**src/rtl/serial_nibble_loader_pkg.sv**
```systemverilog
// Shared types and constants for the serial nibble loader slice.
// Pure declarations: no logic, no latency, no flow control.
package serial_nibble_loader_pkg;

  typedef enum logic {
    S_IDLE  = 1'b0,
    S_SHIFT = 1'b1
  } state_t;

  localparam int DEF_WIDTH   = 4;
  localparam int DEF_TIMEOUT = 8;

  function automatic int clog2(input int v);
    int r;
    r = 0;
    for (int i = 0; i < 31; i++) begin
      if ((1 << i) < v) r = i + 1;
    end
    return r;
  endfunction

endpackage

```
**src/rtl/serial_nibble_loader_shift.sv**
```systemverilog
// Shift register and bit counter; frame presents the register with the current sin already shifted in.
// Single-cycle update on shift_en; no backpressure, clr overrides shift_en.
module nibble_shift_core
  import serial_nibble_loader_pkg::*;
#(
  parameter int WIDTH     = DEF_WIDTH,
  parameter bit MSB_FIRST = 1'b1,
  parameter int CNT_W     = clog2(DEF_WIDTH + 1)
) (
  input  logic             clk,
  input  logic             reset,
  input  logic             shift_en,
  input  logic             clr,
  input  logic             sin,
  output logic [WIDTH-1:0] frame,
  output logic [CNT_W-1:0] cnt
);

  logic [WIDTH-1:0] r_sreg;
  logic [CNT_W-1:0] r_cnt;

  generate
    if (MSB_FIRST) begin : g_msb
      assign frame = {r_sreg[WIDTH-2:0], sin};
    end else begin : g_lsb
      assign frame = {sin, r_sreg[WIDTH-1:1]};
    end
  endgenerate

  always_ff @(posedge clk) begin
    if (reset || clr) begin
      r_sreg <= '0;
      r_cnt  <= '0;
    end else if (shift_en) begin
      r_sreg <= frame;
      r_cnt  <= r_cnt + CNT_W'(1);
    end
  end

  assign cnt = r_cnt;

endmodule

```
**src/rtl/serial_nibble_loader.sv**
```systemverilog
// Serial-to-parallel front end for a WIDTH-bit register: frame load, set and clear strobes.
// Strobes appear one cycle after the sampling edge; no backpressure, commands and abort drop partial frames.
module serial_nibble_loader
  import serial_nibble_loader_pkg::*;
#(
  parameter int WIDTH     = DEF_WIDTH,
  parameter bit MSB_FIRST = 1'b1,
  parameter int TIMEOUT   = DEF_TIMEOUT
) (
  input  logic             Clk,
  input  logic             reset,
  input  logic             sin,
  input  logic             sin_valid,
  input  logic             abort,
  input  logic             cmd_set,
  input  logic             cmd_clear,
  output logic [WIDTH-1:0] d_out,
  output logic             load_out,
  output logic             set_out,
  output logic             reg_reset_out,
  output logic             busy,
  output logic             frame_err
);

  localparam int CNT_W = clog2(WIDTH + 1);

  state_t           r_state, w_state_nxt;
  logic [7:0]       r_idle_cnt, w_idle_nxt;
  logic [WIDTH-1:0] w_frame;
  logic [CNT_W-1:0] w_cnt;
  logic w_shift_en, w_clr, w_last;
  logic w_load_nxt, w_set_nxt, w_rst_nxt, w_err_nxt;

  nibble_shift_core #(
    .WIDTH    (WIDTH),
    .MSB_FIRST(MSB_FIRST),
    .CNT_W    (CNT_W)
  ) u_core (
    .clk     (Clk),
    .reset   (reset),
    .shift_en(w_shift_en),
    .clr     (w_clr),
    .sin     (sin),
    .frame   (w_frame),
    .cnt     (w_cnt)
  );

  assign w_last = (w_cnt == CNT_W'(WIDTH - 1));

  always_ff @(posedge Clk) begin
    if (reset) r_state <= S_IDLE;
    else       r_state <= w_state_nxt;
  end

  // Commands and abort outrank a same-cycle bit, so a completing frame is dropped rather than loaded.
  always_comb begin
    w_state_nxt = r_state;
    w_idle_nxt  = r_idle_cnt;
    w_shift_en  = 1'b0;
    w_clr       = 1'b0;
    w_load_nxt  = 1'b0;
    w_set_nxt   = cmd_set & ~cmd_clear;
    w_rst_nxt   = cmd_clear;
    w_err_nxt   = 1'b0;
    if (cmd_set || cmd_clear || abort) begin
      w_clr       = 1'b1;
      w_idle_nxt  = '0;
      w_state_nxt = S_IDLE;
      w_err_nxt   = (r_state == S_SHIFT);
    end else if (sin_valid) begin
      w_idle_nxt = '0;
      if (w_last) begin
        w_clr       = 1'b1;
        w_load_nxt  = 1'b1;
        w_state_nxt = S_IDLE;
      end else begin
        w_shift_en  = 1'b1;
        w_state_nxt = S_SHIFT;
      end
    end else if (r_state == S_SHIFT) begin
      if (r_idle_cnt == 8'(TIMEOUT - 1)) begin
        w_clr       = 1'b1;
        w_idle_nxt  = '0;
        w_err_nxt   = 1'b1;
        w_state_nxt = S_IDLE;
      end else begin
        w_idle_nxt = r_idle_cnt + 8'd1;
      end
    end
  end

  always_ff @(posedge Clk) begin
    if (reset) begin
      r_idle_cnt    <= '0;
      d_out         <= '0;
      load_out      <= 1'b0;
      set_out       <= 1'b0;
      reg_reset_out <= 1'b0;
      frame_err     <= 1'b0;
    end else begin
      r_idle_cnt    <= w_idle_nxt;
      load_out      <= w_load_nxt;
      set_out       <= w_set_nxt;
      reg_reset_out <= w_rst_nxt;
      frame_err     <= w_err_nxt;
      if (w_load_nxt) d_out <= w_frame;
    end
  end

  assign busy = (r_state == S_SHIFT);

endmodule

```
**config.mk**
```make
export PLATFORM = sky130hd
export DESIGN_NAME = serial_nibble_loader
export DESIGN_NICKNAME = d
export VERILOG_FILES = /design/src/rtl/serial_nibble_loader_pkg.sv /design/src/rtl/serial_nibble_loader_shift.sv /design/src/rtl/serial_nibble_loader.sv
export SDC_FILE = /design/constraint.sdc
export NUM_CORES = 1
export LEC_CHECK = 0
export BUFFER_PORTS_ARGS = -buffer_cell sky130_fd_sc_hd__buf_2
export CAP_MARGIN = 20
export CELL_PAD_IN_SITES_DETAIL_PLACEMENT = 0
export CELL_PAD_IN_SITES_GLOBAL_PLACEMENT = 2
export CORE_ASPECT_RATIO = 0.7
export CORE_MARGIN = 1
export CORE_UTILIZATION = 35
export CTS_BUF_LIST = sky130_fd_sc_hd__clkbuf_4 sky130_fd_sc_hd__clkbuf_8
export DETAILED_ROUTE_END_ITERATION = 12
export PLACE_DENSITY = 0.76
export SYNTH_ARGS = -nofsm -noshare
export SYNTH_HDL_FRONTEND = slang
export SYNTH_SLANG_ARGS = --single-unit
```
**constraint.sdc**
```tcl
create_clock -name Clk -period 1.6 [get_ports Clk]
set_input_delay 0.08 -clock Clk [delete_from_list [all_inputs] [get_ports Clk]]
set_output_delay 0.08 -clock Clk [all_outputs]
set_load 0.02 [all_outputs]
```
==> Word-level counts from Yosys, hierarchy flattened <==
Cells that the tools add are included.
{ "word_totals": {"register_bits": 23, "output_inout_bits": 9} }
{ "classes": {"n_reduce_logical": 5, "n_eq_ne": 2, "mux": 16, "add_sub_neg": 2, "n_bitwise": 2} }
{ "op_table": {"columns": ["op", "n"], "rows": [
  ["$mux 1", 15],
  ["$add 8x1->8 const B", 1],
  ["$eq 8x3->1 const B", 1],
  ["$mux 8", 1],
  ["$add 3x1->3 const B", 1],
  ["$eq 3x2->1 const B", 1],
  ["$logic_or 1x1->1", 3],
  ["$reduce_or 3->1", 1],
  ["$reduce_or 2->1", 1],
  ["$and 1x1->1", 1],
  ["$not 1->1", 1]
]} }

==> Logic depth before layout (Yosys ltp) <==
Gate-level depths: netlist of the first run.
{ "logic_depth": {"depth_word": 6, "ltp_mapped": 6, "ltp_nobuf": 5} }

==> Cells and area by module <==
From an unflattened synthesis of the first run, not the netlist that was laid out.
{ "hier_totals": {"cells_unflattened": 108, "area_unflattened_um2": 1046.0} }
{ "by_module_without_submodules": {"columns": ["module", "n_inst", "area_per_inst_um2", "cells_per_inst"], "rows": [
  ["serial_nibble_loader", 1, 789.5, 84],
  ["nibble_shift_core", 1, 256.5, 24]
]} }

==> Worst setup path before layout of the first run <==
OpenSTA, ideal clock, no wires.
{ "synth_path": {"kind": "reg2reg", "from": "register u_core.r_cnt[0], in the netlist u_core.cnt[0]", "to": "register u_core.r_cnt[2], in the netlist u_core.cnt[2]", "setup_slack_ns": 0.154, "t_arrival_ns": 1.382, "t_required_ns": 1.536, "path_stages_with_launch": 6, "period_less_slack_ns": 1.446, "cell_sequence": "dfxtp_1 ha_1 ha_1 nand3b_2 mux2_2 nor2_1"} }
{ "synth_between": {"elab_chain_len": 5, "word_cells_on_any_way": 9} }
{ "synth_lines": {"columns": ["element", "line", "text"], "rows": [
  ["start: declaration", "serial_nibble_loader_shift.sv:20", "logic [CNT_W-1:0] r_cnt;"],
  ["start signal: assignment", "serial_nibble_loader_shift.sv:36", "r_cnt <= r_cnt + CNT_W'(1);"],
  ["$eq 3x2->1", "serial_nibble_loader.sv:48", "assign w_last = (w_cnt == CNT_W'(WIDTH - 1));"],
  ["$mux 1", "serial_nibble_loader.sv:72", "if (w_last) begin"],
  ["$mux 1", "serial_nibble_loader.sv:70", "end else if (sin_valid) begin"],
  ["$mux 1", "serial_nibble_loader.sv:65", "if (cmd_set || cmd_clear || abort) begin"],
  ["$logic_or 1x1->1", "serial_nibble_loader_shift.sv:31", "if (reset || clr) begin"]
]} }
Parallel ways exist; a longest one is shown, timed or not.
A chain may end at the register's enable or synchronous reset.

==> Final worst setup path of the first run <==
{ "layout_path": {"from": "register u_core.r_cnt[0], in the netlist u_core.cnt[0]", "to": "register d_out[3]"} }
{ "layout_between": {"elab_chain_len": 4} }
{ "layout_lines": {"columns": ["element", "line", "text"], "rows": [
  ["$eq 3x2->1", "serial_nibble_loader.sv:48", null],
  ["$mux 1", "serial_nibble_loader.sv:72", null],
  ["$mux 1", "serial_nibble_loader.sv:70", null],
  ["$mux 1", "serial_nibble_loader.sv:65", null],
  ["end signal: assignment", "serial_nibble_loader.sv:106", "if (w_load_nxt) d_out <= w_frame;"],
  ["end: declaration", "serial_nibble_loader.sv:17", "output logic [WIDTH-1:0] d_out,"]
]} }
Every way passes these cells.

==> results.yml, run 1 <==
status:
  status: "finished, final reports clean"
pwr:
  powerDensity_mw_per_mm2: 885
  swShare_pct: 20.2
  total_power_uw: 985
  p_leak_nw: 0.467
  irDropWorstVdd_mv: 0.476
  p_int_uw: 786
  combPwrFrac_pct: 4.1
  seqPwrFrac_pct: 58.6
  clkPwrFrac_pct: 37.4
  switching_power_uw: 199
timing:
  fin_crit_ns: 1.47
  relSlewSlack_pct: 79.6
  finalSetupTns_ns: 0
  hold_viol_final: 0
  max_freq_ghz: 0.680
  finalCritPeriodShare_pct: 91.9
  finalMaxSlewViolations: 0
  worstMarginPinSlew_ns: 0.306
  setup_viol: 0
  grt_setup_unrepaired: "false"
  skew_ns: 0.00381
worst_setup_path:
  worstSetupStartpointType: "register"
  worst_path_largest_cell_delay_ns: 0.36
  arrival_ns: 1.62
  criticalPathCategory: "register to register"
  path_cells: "ha_1 > ha_1 > and3_1 > mux2i_1 > nor2_1"
  path_buf_inv: 0
  crit_fanout: 5
  cp_slowest_cell: "dfxtp_1"
  worstPathRequired_ns: 1.75
  crit_family: "adder cells"
  cpMostUsedCell: "ha_1"
  endpoint_kind: "register"
routing:
  drt-pass1-iter-count: 4
  vias: 668
  routed_via_density: 4.51
  ant_nets: 0
  detail_route.wirelength_mm: 1.66
  drt-initial-drc-count: 52
  drt-wirelength-per-cell_um: 11.2
  route.detailed.drc: 0
floorplanning:
  die_y_um: 45.6
  ios: 16
  start_util_pct: 37.8
  die-area_mm2: 0.00293
  core-area_mm2: 0.00251
  rows: 15
  dieWidth_um: 64.3
clocking:
  cts_inserted_buffers: 3
  post_cts_buffers: 0
  cts-root-buf: "clkbuf_8"
  clock_latency_ns: 0.26
  clk_pin_slew_worst_paths_ns: 0.08
  cts_tree: "yes"
  cts.sinks: 23
  cts_max_level: 1
  cts_buffer_depth: 2
finish:
  final_common_cell: "dfxtp_1"
  final_nets: 125
  final_cell_mix: "23 x dfxtp_1, 19 x nor2_1, 15 x buf_2"
  areaGrowthSynthToFinish_pct: 17.0
  drive_above_1_share_pct: 22.8
  diodes: 0
global_route:
  antenna_found_initial: 0
  grt_pass1_wl_mm: 2.64
  grt_use_total_pct: 12.6
  grt_pass1_vias: 567
  overflow: 0
  grt_max_degree: 13
synth:
  syn_avg_cell_area_um2: 9.80
  netlist_top_cells_area: "dfxtp_1 48%, mux2i_1 9.5%, nor2_1 7.5%"
  netlist-cell-type-count: 25
  synth_top_area_share_pct: 48.4
  synth_seq_area_share_pct: 48.4
  synth_seq_cells: 23
  ys_warn_count: 0
  synth_top_area_cell: "dfxtp_1"
  synth_nets: 107
  synthesis.instances: 97
  netlist_area_um2: 951
hold_path:
  hp-class: "input pin to register"
placement:
  place_congestion: 0.688
  portBuffers: 15
  place_hpwl_mm: 1.25
job:
  maxCapViolations: 0
-- layout make-up --
type	count	area, um2
inverters	2	7.51
repair buffers	17	90.1
fillers	272	1400
well taps	34	42.5
clock buffers	4	48.8
multi-input cells	68	463
flip-flops and latches	23	460
-- metrics by stage --
stage	area (um2)	setup slack, ns	utilization (%)	hold slack (ns)	cells
after floorplan	951	0.154	-	0.152	97
after global placement	1050	0.106	41.9	0.287	144
after detailed placement	1050	0.0671	41.9	0.289	144
after CTS	1100	0.0372	43.9	0.00322	148
after global routing	1110	0.0103	44.2	0.00473	148
final	1110	0.129	44.2	0.0167	148
-- power groups by stage --
stage	sequential, mW	clock [mW]	combinational [mW]
after detailed placement	0.590	0	0.0394
after global routing	0.577	0.404	0.0443
after CTS	0.577	0.389	0.0395
final	0.577	0.368	0.0401
after floorplan	0.593	0	0.0195
after global placement	0.590	0	0.0397
-- cell families (layout without fill, tap and decap cells) --
logic type	count (synthesis)	after routing	synth area share [%]
compound gates	5	5	3.82
simple gates	42	42	22.0
mux	10	10	10.7
buf+inv	6	23	3.82
xor+xnor	8	8	7.37
flops	23	23	48.4
fa+ha+maj	3	3	3.95
-- Yosys cell counts --
library cell and number:
nand4_1 4, nor3_1 4, inv_1 2, ha_1 3, dfxtp_1 23, buf_2 1, nand3b_2 1, a21oi_2 1
o21ai_0 1, and3_1 3, mux2i_1 9, nand2_1 4, nand2b_1 3, or4_1 1, a21oi_1 1, xor2_1 7
nor2_1 19, buf_6 1, xnor2_1 1, o21ai_2 2, mux2_2 1, nor2b_1 1, nor3b_1 2, clkbuf_2 1
buf_4 1
-- sequential cells by signal, summed over array words and instances (netlist names), 3 cells and up --
name           flops
r_idle_cnt         8
u_core.r_sreg      3
d_out              4
u_core.cnt         3
-- final timing paths --
kind | start | to | slack (ns) | depth (start not counted)
min reg2reg | d_out[2] | d_out[2] | 0.49 | 2
min | cmd_clear | set_out | 0.02 | 2
max | u_core.cnt[0] | d_out[3] | 0.13 | 5
max reg2reg | u_core.cnt[0] | d_out[3] | 0.13 | 5
-- metal layers --
layer	vias up	global-route usage, %	part of all wire [%]
met5	-	0	0
met4	0	4.00	0.60
met3	2	5.75	5.9
met2	15	14.9	35
met1	291	19.2	58
li1	360	-	-
-- timing repair --
action	4_1_cts	5_1_grt
resized for setup	0	1
endpoints found under the setup margin	0	1
hold buffers	0	0
Note: power is estimated with default switching activity, not from simulation.
==> run 2: changes to the inputs <==
Settings changed: SETUP_SLACK_MARGIN set to 0.2.
==> run 2 against run 1 <==
Die area stayed put. Design area up 5.4%. Critical endpoint is now u_core.cnt[2]. Global-route usage increased by 0.90 points. Sequential share of layout area down 2.0 points. Flip-flop and latch count did not move. Critical path depth unchanged. Clock power barely moved. Final cell count grew 1.4%. Largest power group unchanged. Worst setup slack better by 0.13 ns. Wire length up 8.6%. Largest cell class unchanged.
==> results.yml, run 2 (synthesized netlist as in run 1, its figures left out) <==
finish:
  fin_area_mm2: 0.00117
  reg_top3: "r_idle_cnt (8), d_out (4)"
  utilization_pct: 46.6
  areaGrowthSynthToFinish_pct: 23.3
  final_common_cell: "dfxtp_1"
  largest_reg_flops: 8
  diodes: 0
  drive_above_1_share_pct: 27.6
  fill_cells: 257
  final_cell_mix: "22 x dfxtp_1, 19 x nor2_1, 15 x buf_2"
  regMostFlops: "r_idle_cnt"
  final_nets: 127
timing:
  grt_setup_unrepaired: "false"
  worstMarginPinSlew_ns: 0.237
  setup_viol: 0
  hold_viol_final: 0
  finalCritPeriodShare_pct: 83.9
  whs_ns: 0.0210
  max_freq_ghz: 0.745
  skew_ns: 0.00777
  relSlewSlack_pct: 84.2
  finalMaxSlewViolations: 0
  fin_crit_ns: 1.34
  worst_slack_ns: 0.258
  finalSetupTns_ns: 0
clocking:
  cts-root-buf: "clkbuf_8"
  cts_max_level: 1
  cts.sinks: 23
  clk_pin_slew_worst_paths_ns: 0.08
  cts.hold.buffers_added: 0
  cts_tree: "yes"
  cts_inserted_buffers: 3
  cts_buffer_depth: 2
  clock_latency_ns: 0.26
global_route:
  grt_use_total_pct: 13.5
  grt_max_degree: 13
  overflow: 0
  grt_pass1_wl_mm: 2.90
  grt_pass1_vias: 603
  antenna_found_initial: 0
worst_setup_path:
  criticalPathCategory: "register to register"
  arrival_ns: 1.55
  rr_worst_depth: 5
  crit_fanout: 5
  path_buf_inv: 0
  cp_slowest_cell: "dfxtp_1"
  r2r_end: "u_core.cnt[2]"
  worstPathRequired_ns: 1.81
  critPathCapture: "u_core.cnt[2]"
  cp_num_cells: 5
  worstSetupStartpointType: "register"
  r2r_start: "u_core.cnt[1]"
  crit_family: "adder cells"
  path_cells: "ha_2 > ha_4 > nand3b_4 > mux2_2 > nor2_1"
  endpoint_kind: "register"
  critPathLaunch: "u_core.cnt[1]"
  r2r_slack_ns: 0.26
  worst_path_largest_cell_delay_ns: 0.35
placement:
  placed_area_mm2: 0.00106
  place_hpwl_mm: 1.36
  place_congestion: 0.703
  preCtsSetupSlack_ns: 0.110
  portBuffers: 15
routing:
  detail_route.wirelength_mm: 1.80
  routed_via_density: 4.66
  dr.max_layer_used: "met4"
  wl_met1_mm: 1.04
  ant_nets: 0
  drt-pass1-iter-count: 4
  route.detailed.drc: 0
  drt-initial-drc-count: 33
  drt-wirelength-per-cell_um: 12.0
  vias: 699
  dr_wl_met2_um: 647
  wl_met3_um: 100
status:
  status: "finished, final reports clean"
pwr:
  powerDensity_mw_per_mm2: 846
  irDropWorstVdd_mv: 0.465
  p_leak_nw: 0.482
floorplanning:
  rows: 15
  die_y_um: 45.6
  dieWidth_um: 64.3
  ios: 16
  die-area_mm2: 0.00293
  start_util_pct: 37.8
  core-area_mm2: 0.00251
job:
  maxCapViolations: 0
hold_path:
  hp-class: "input pin to register"
-- run 2: cell type report --
class | count | area [um2] | area share [%]
inverter | 2 | 7.51 | 0.640
clock buffer | 4 | 48.8 | 4.16
timing repair buffer | 19 | 118 | 10.0
multi-input combinational | 68 | 494 | 42.2
sequential | 23 | 462 | 39.4
tap | 34 | 42.5 | 3.63
-- run 2: power by group --
group          total [mW]  internal [mW]  switching (mW)
Clock               0.370          0.194           0.176
Combinational      0.0452         0.0192          0.0260
Sequential          0.577          0.575         0.00148
Total               0.992          0.789           0.203
-- run 2: worst reg2reg max path, cell delays in order, from the launching register on --
cell      delay [ns]
dfxtp_1         0.35
ha_2            0.20
ha_4            0.16
nand3b_4        0.16
mux2_2          0.34
nor2_1          0.08
-- run 2: worst min path at each step --
stage / startpoint / end / slack, ns / cells after the start
4_1_cts: cmd_clear / set_out / 0.01 / 2
3_3_place_gp: cmd_clear / set_out / 0.28 / 2
2_1_floorplan: reset / reg_reset_out / 0.15 / 1
6_report: cmd_clear / set_out / 0.02 / 2
3_5_place_dp: cmd_clear / set_out / 0.29 / 2
5_1_grt: cmd_clear / set_out / 0.01 / 2
-- run 2: per-stage QoR --
step                      cells  power [mW]
final                       150       0.992
after global routing        150        1.03
after CTS                   149        1.01
after detailed placement    144       0.631
after global placement      144       0.631
after floorplan              97       0.614
-- run 2: layer usage --
layer / up-vias / track usage [%]
met1: 319 / 19.7
li1: 364 / -
met3: 2 / 6.25
met2: 14 / 17.3
met5: - / 0
met4: 0 / 4.00
-- run 2: repair_timing --
item / 4_1_cts / 5_1_grt
cloned: 0 / 0
setup buffers: 1 / 1
setup endpoints to repair: 8 / 13
gates resized for setup: 4 / 3
pin swaps: 0 / 1
==> run 3: changes to the inputs <==
Settings changed: CORE_UTILIZATION 35 to 32, PLACE_DENSITY 0.76 to 0.73.
Clock period 1.6 ns to 1.1 ns, I/O delays scaled along.
==> run 3 against run 2 <==
The flow now finishes with violations (negative setup slack). Die area up 9.0%. Critical path depth up 1. Register-to-register slack worse by 0.48 ns. Largest power group unchanged.
==> results.yml, run 3 (synthesized netlist as in run 1, its figures left out) <==
floorplanning:
  start_util_pct: 33.9
  die_y_um: 47.6
  dieWidth_um: 67.2
  die-area_mm2: 0.00320
  ios: 16
  core-area_mm2: 0.00280
  rows: 16
finish:
  diodes: 0
  reg_top3: "r_idle_cnt (8), d_out (4)"
  fin_area_mm2: 0.00140
  largest_reg_flops: 8
  final_cell_mix: "18 x nor2_1, 16 x dfxtp_1, 16 x buf_4"
  areaGrowthSynthToFinish_pct: 46.8
  drive_above_1_share_pct: 50.4
  final_nets: 142
  final_common_cell: "nor2_1"
  regMostFlops: "r_idle_cnt"
timing:
  finalSetupTns_ns: -1.59
  fin_crit_ns: 1.32
  worstMarginPinSlew_ns: 0.307
  max_freq_ghz: 0.759
  grt_setup_unrepaired: "true"
  worst_slack_ns: -0.218
  setup_viol: 16
  whs_ns: 0.0586
  hold_viol_final: 0
  skew_ns: 0.00269
  finalMaxSlewViolations: 0
  relSlewSlack_pct: 79.4
  finalCritPeriodShare_pct: 120
global_route:
  grt_use_total_pct: 13.1
  grt_pass1_vias: 635
  grt_max_degree: 13
  antenna_found_initial: 0
  overflow: 0
  grt_pass1_wl_mm: 2.99
worst_setup_path:
  crit_fanout: 6
  path_cells: "ha_4 > ha_4 > nand3b_4 > buf_4 > mux2i_1 > nor2_1"
  worstSetupStartpointType: "register"
  arrival_ns: 1.47
  cp_slowest_cell: "dfxtp_2"
  path_buf_inv: 1
  criticalPathCategory: "register to register"
  worst_path_largest_cell_delay_ns: 0.34
  endpoint_kind: "register"
  cpMostUsedCell: "ha_4"
  worstPathRequired_ns: 1.25
  crit_family: "flip-flops"
pwr:
  powerDensity_mw_per_mm2: 1040
  irDropWorstVdd_mv: 0.481
  total_power_mw: 1.45
  p_leak_nw: 0.581
placement:
  place_congestion: 0.701
  placed_area_mm2: 0.00123
  portBuffers: 15
  place_hpwl_mm: 1.39
clocking:
  clock_latency_ns: 0.26
  cts.sinks: 23
  clk_pin_slew_worst_paths_ns: 0.08
  cts_max_level: 1
  cts_buffer_depth: 2
  cts-root-buf: "clkbuf_8"
  cts_inserted_buffers: 3
  cts_tree: "yes"
job:
  maxCapViolations: 0
routing:
  drt-pass1-iter-count: 3
  routed_via_density: 4.47
  route.detailed.drc: 0
  drt-wirelength-per-cell_um: 11.3
  drt-initial-drc-count: 22
  detail_route.wirelength_mm: 1.89
  vias: 747
  ant_nets: 0
status:
  failed_checks: "negative setup slack"
  status: "finished with violations"
hold_path:
  hp-class: "input pin to register"
[run 3: changes by cell type in the layout (fill, tap and decap cells not counted), moves of 2 or more]
cell / change
buf_4: +13
buf_6: +3
dfxtp_1: -6
dfxtp_2: +5
ha_4: +2
nor3_1: -3
nor3_2: +3
[run 3: path summary, 6_finish.rpt]
path | end | slack, ns | start | depth (start not counted)
max reg2reg | u_core.cnt[1] | -0.22 | u_core.cnt[1] | 6
min reg2reg | d_out[3] | 0.50 | d_out[3] | 2
min | reg_reset_out | 0.06 | cmd_clear | 2
max | u_core.cnt[1] | -0.22 | u_core.cnt[1] | 6
[run 3: report_power, final]
group / internal (mW) / total [mW] / switching, mW
Combinational: 0.0377 / 0.0815 / 0.0438
Sequential: 0.834 / 0.838 / 0.00337
Clock: 0.283 / 0.533 / 0.250
Total: 1.15 / 1.45 / 0.297
[run 3: metrics by stage]
stage	util, %	setup slack (ns)	std cells
finish	49.8	-0.218	167
global route	49.8	-0.261	167
CTS	48.3	-0.207	165
detailed placement	44.1	-0.181	159
global placement	44.1	-0.159	159
floorplan	-	-0.150	97
[run 3: worst reg2reg max path: cells and delay by family, from the launching register on]
family | cells | cell delay [ns]
fa+ha+maj | 2 | 0.32
mux | 1 | 0.13
buf+inv | 1 | 0.16
flops | 1 | 0.34
simple gates | 2 | 0.26
[run 3: final cells by class]
cell class | instances | area (um2)
Clock buffer | 4 | 48.8
Fill cell | 292 | 1410
Inverter | 2 | 7.51
Multi-Input combinational cell | 68 | 589
Sequential cell | 23 | 472
Tap cell | 36 | 45.0
Timing Repair Buffer | 34 | 234
[run 3: per-layer routing]
layer	track usage, %	vias to the layer above	part of all wire (%)
li1	-	394	-
met1	19.6	335	55
met2	16.8	15	38
met3	5.00	3	6.4
met4	3.83	0	0.85
met5	0	-	0
[run 3: what timing repair did]
| action | in CTS | in global routing |
|---|---|---|
| hold endpoints to repair | 1 | 0 |
| pin swaps | 7 | 7 |
| gates cloned | 0 | 0 |
| setup endpoints to repair | 21 | 22 |
| hold buffers | 1 | 0 |
| resized for setup | 13 | 6 |
| setup buffers | 1 | 2 |
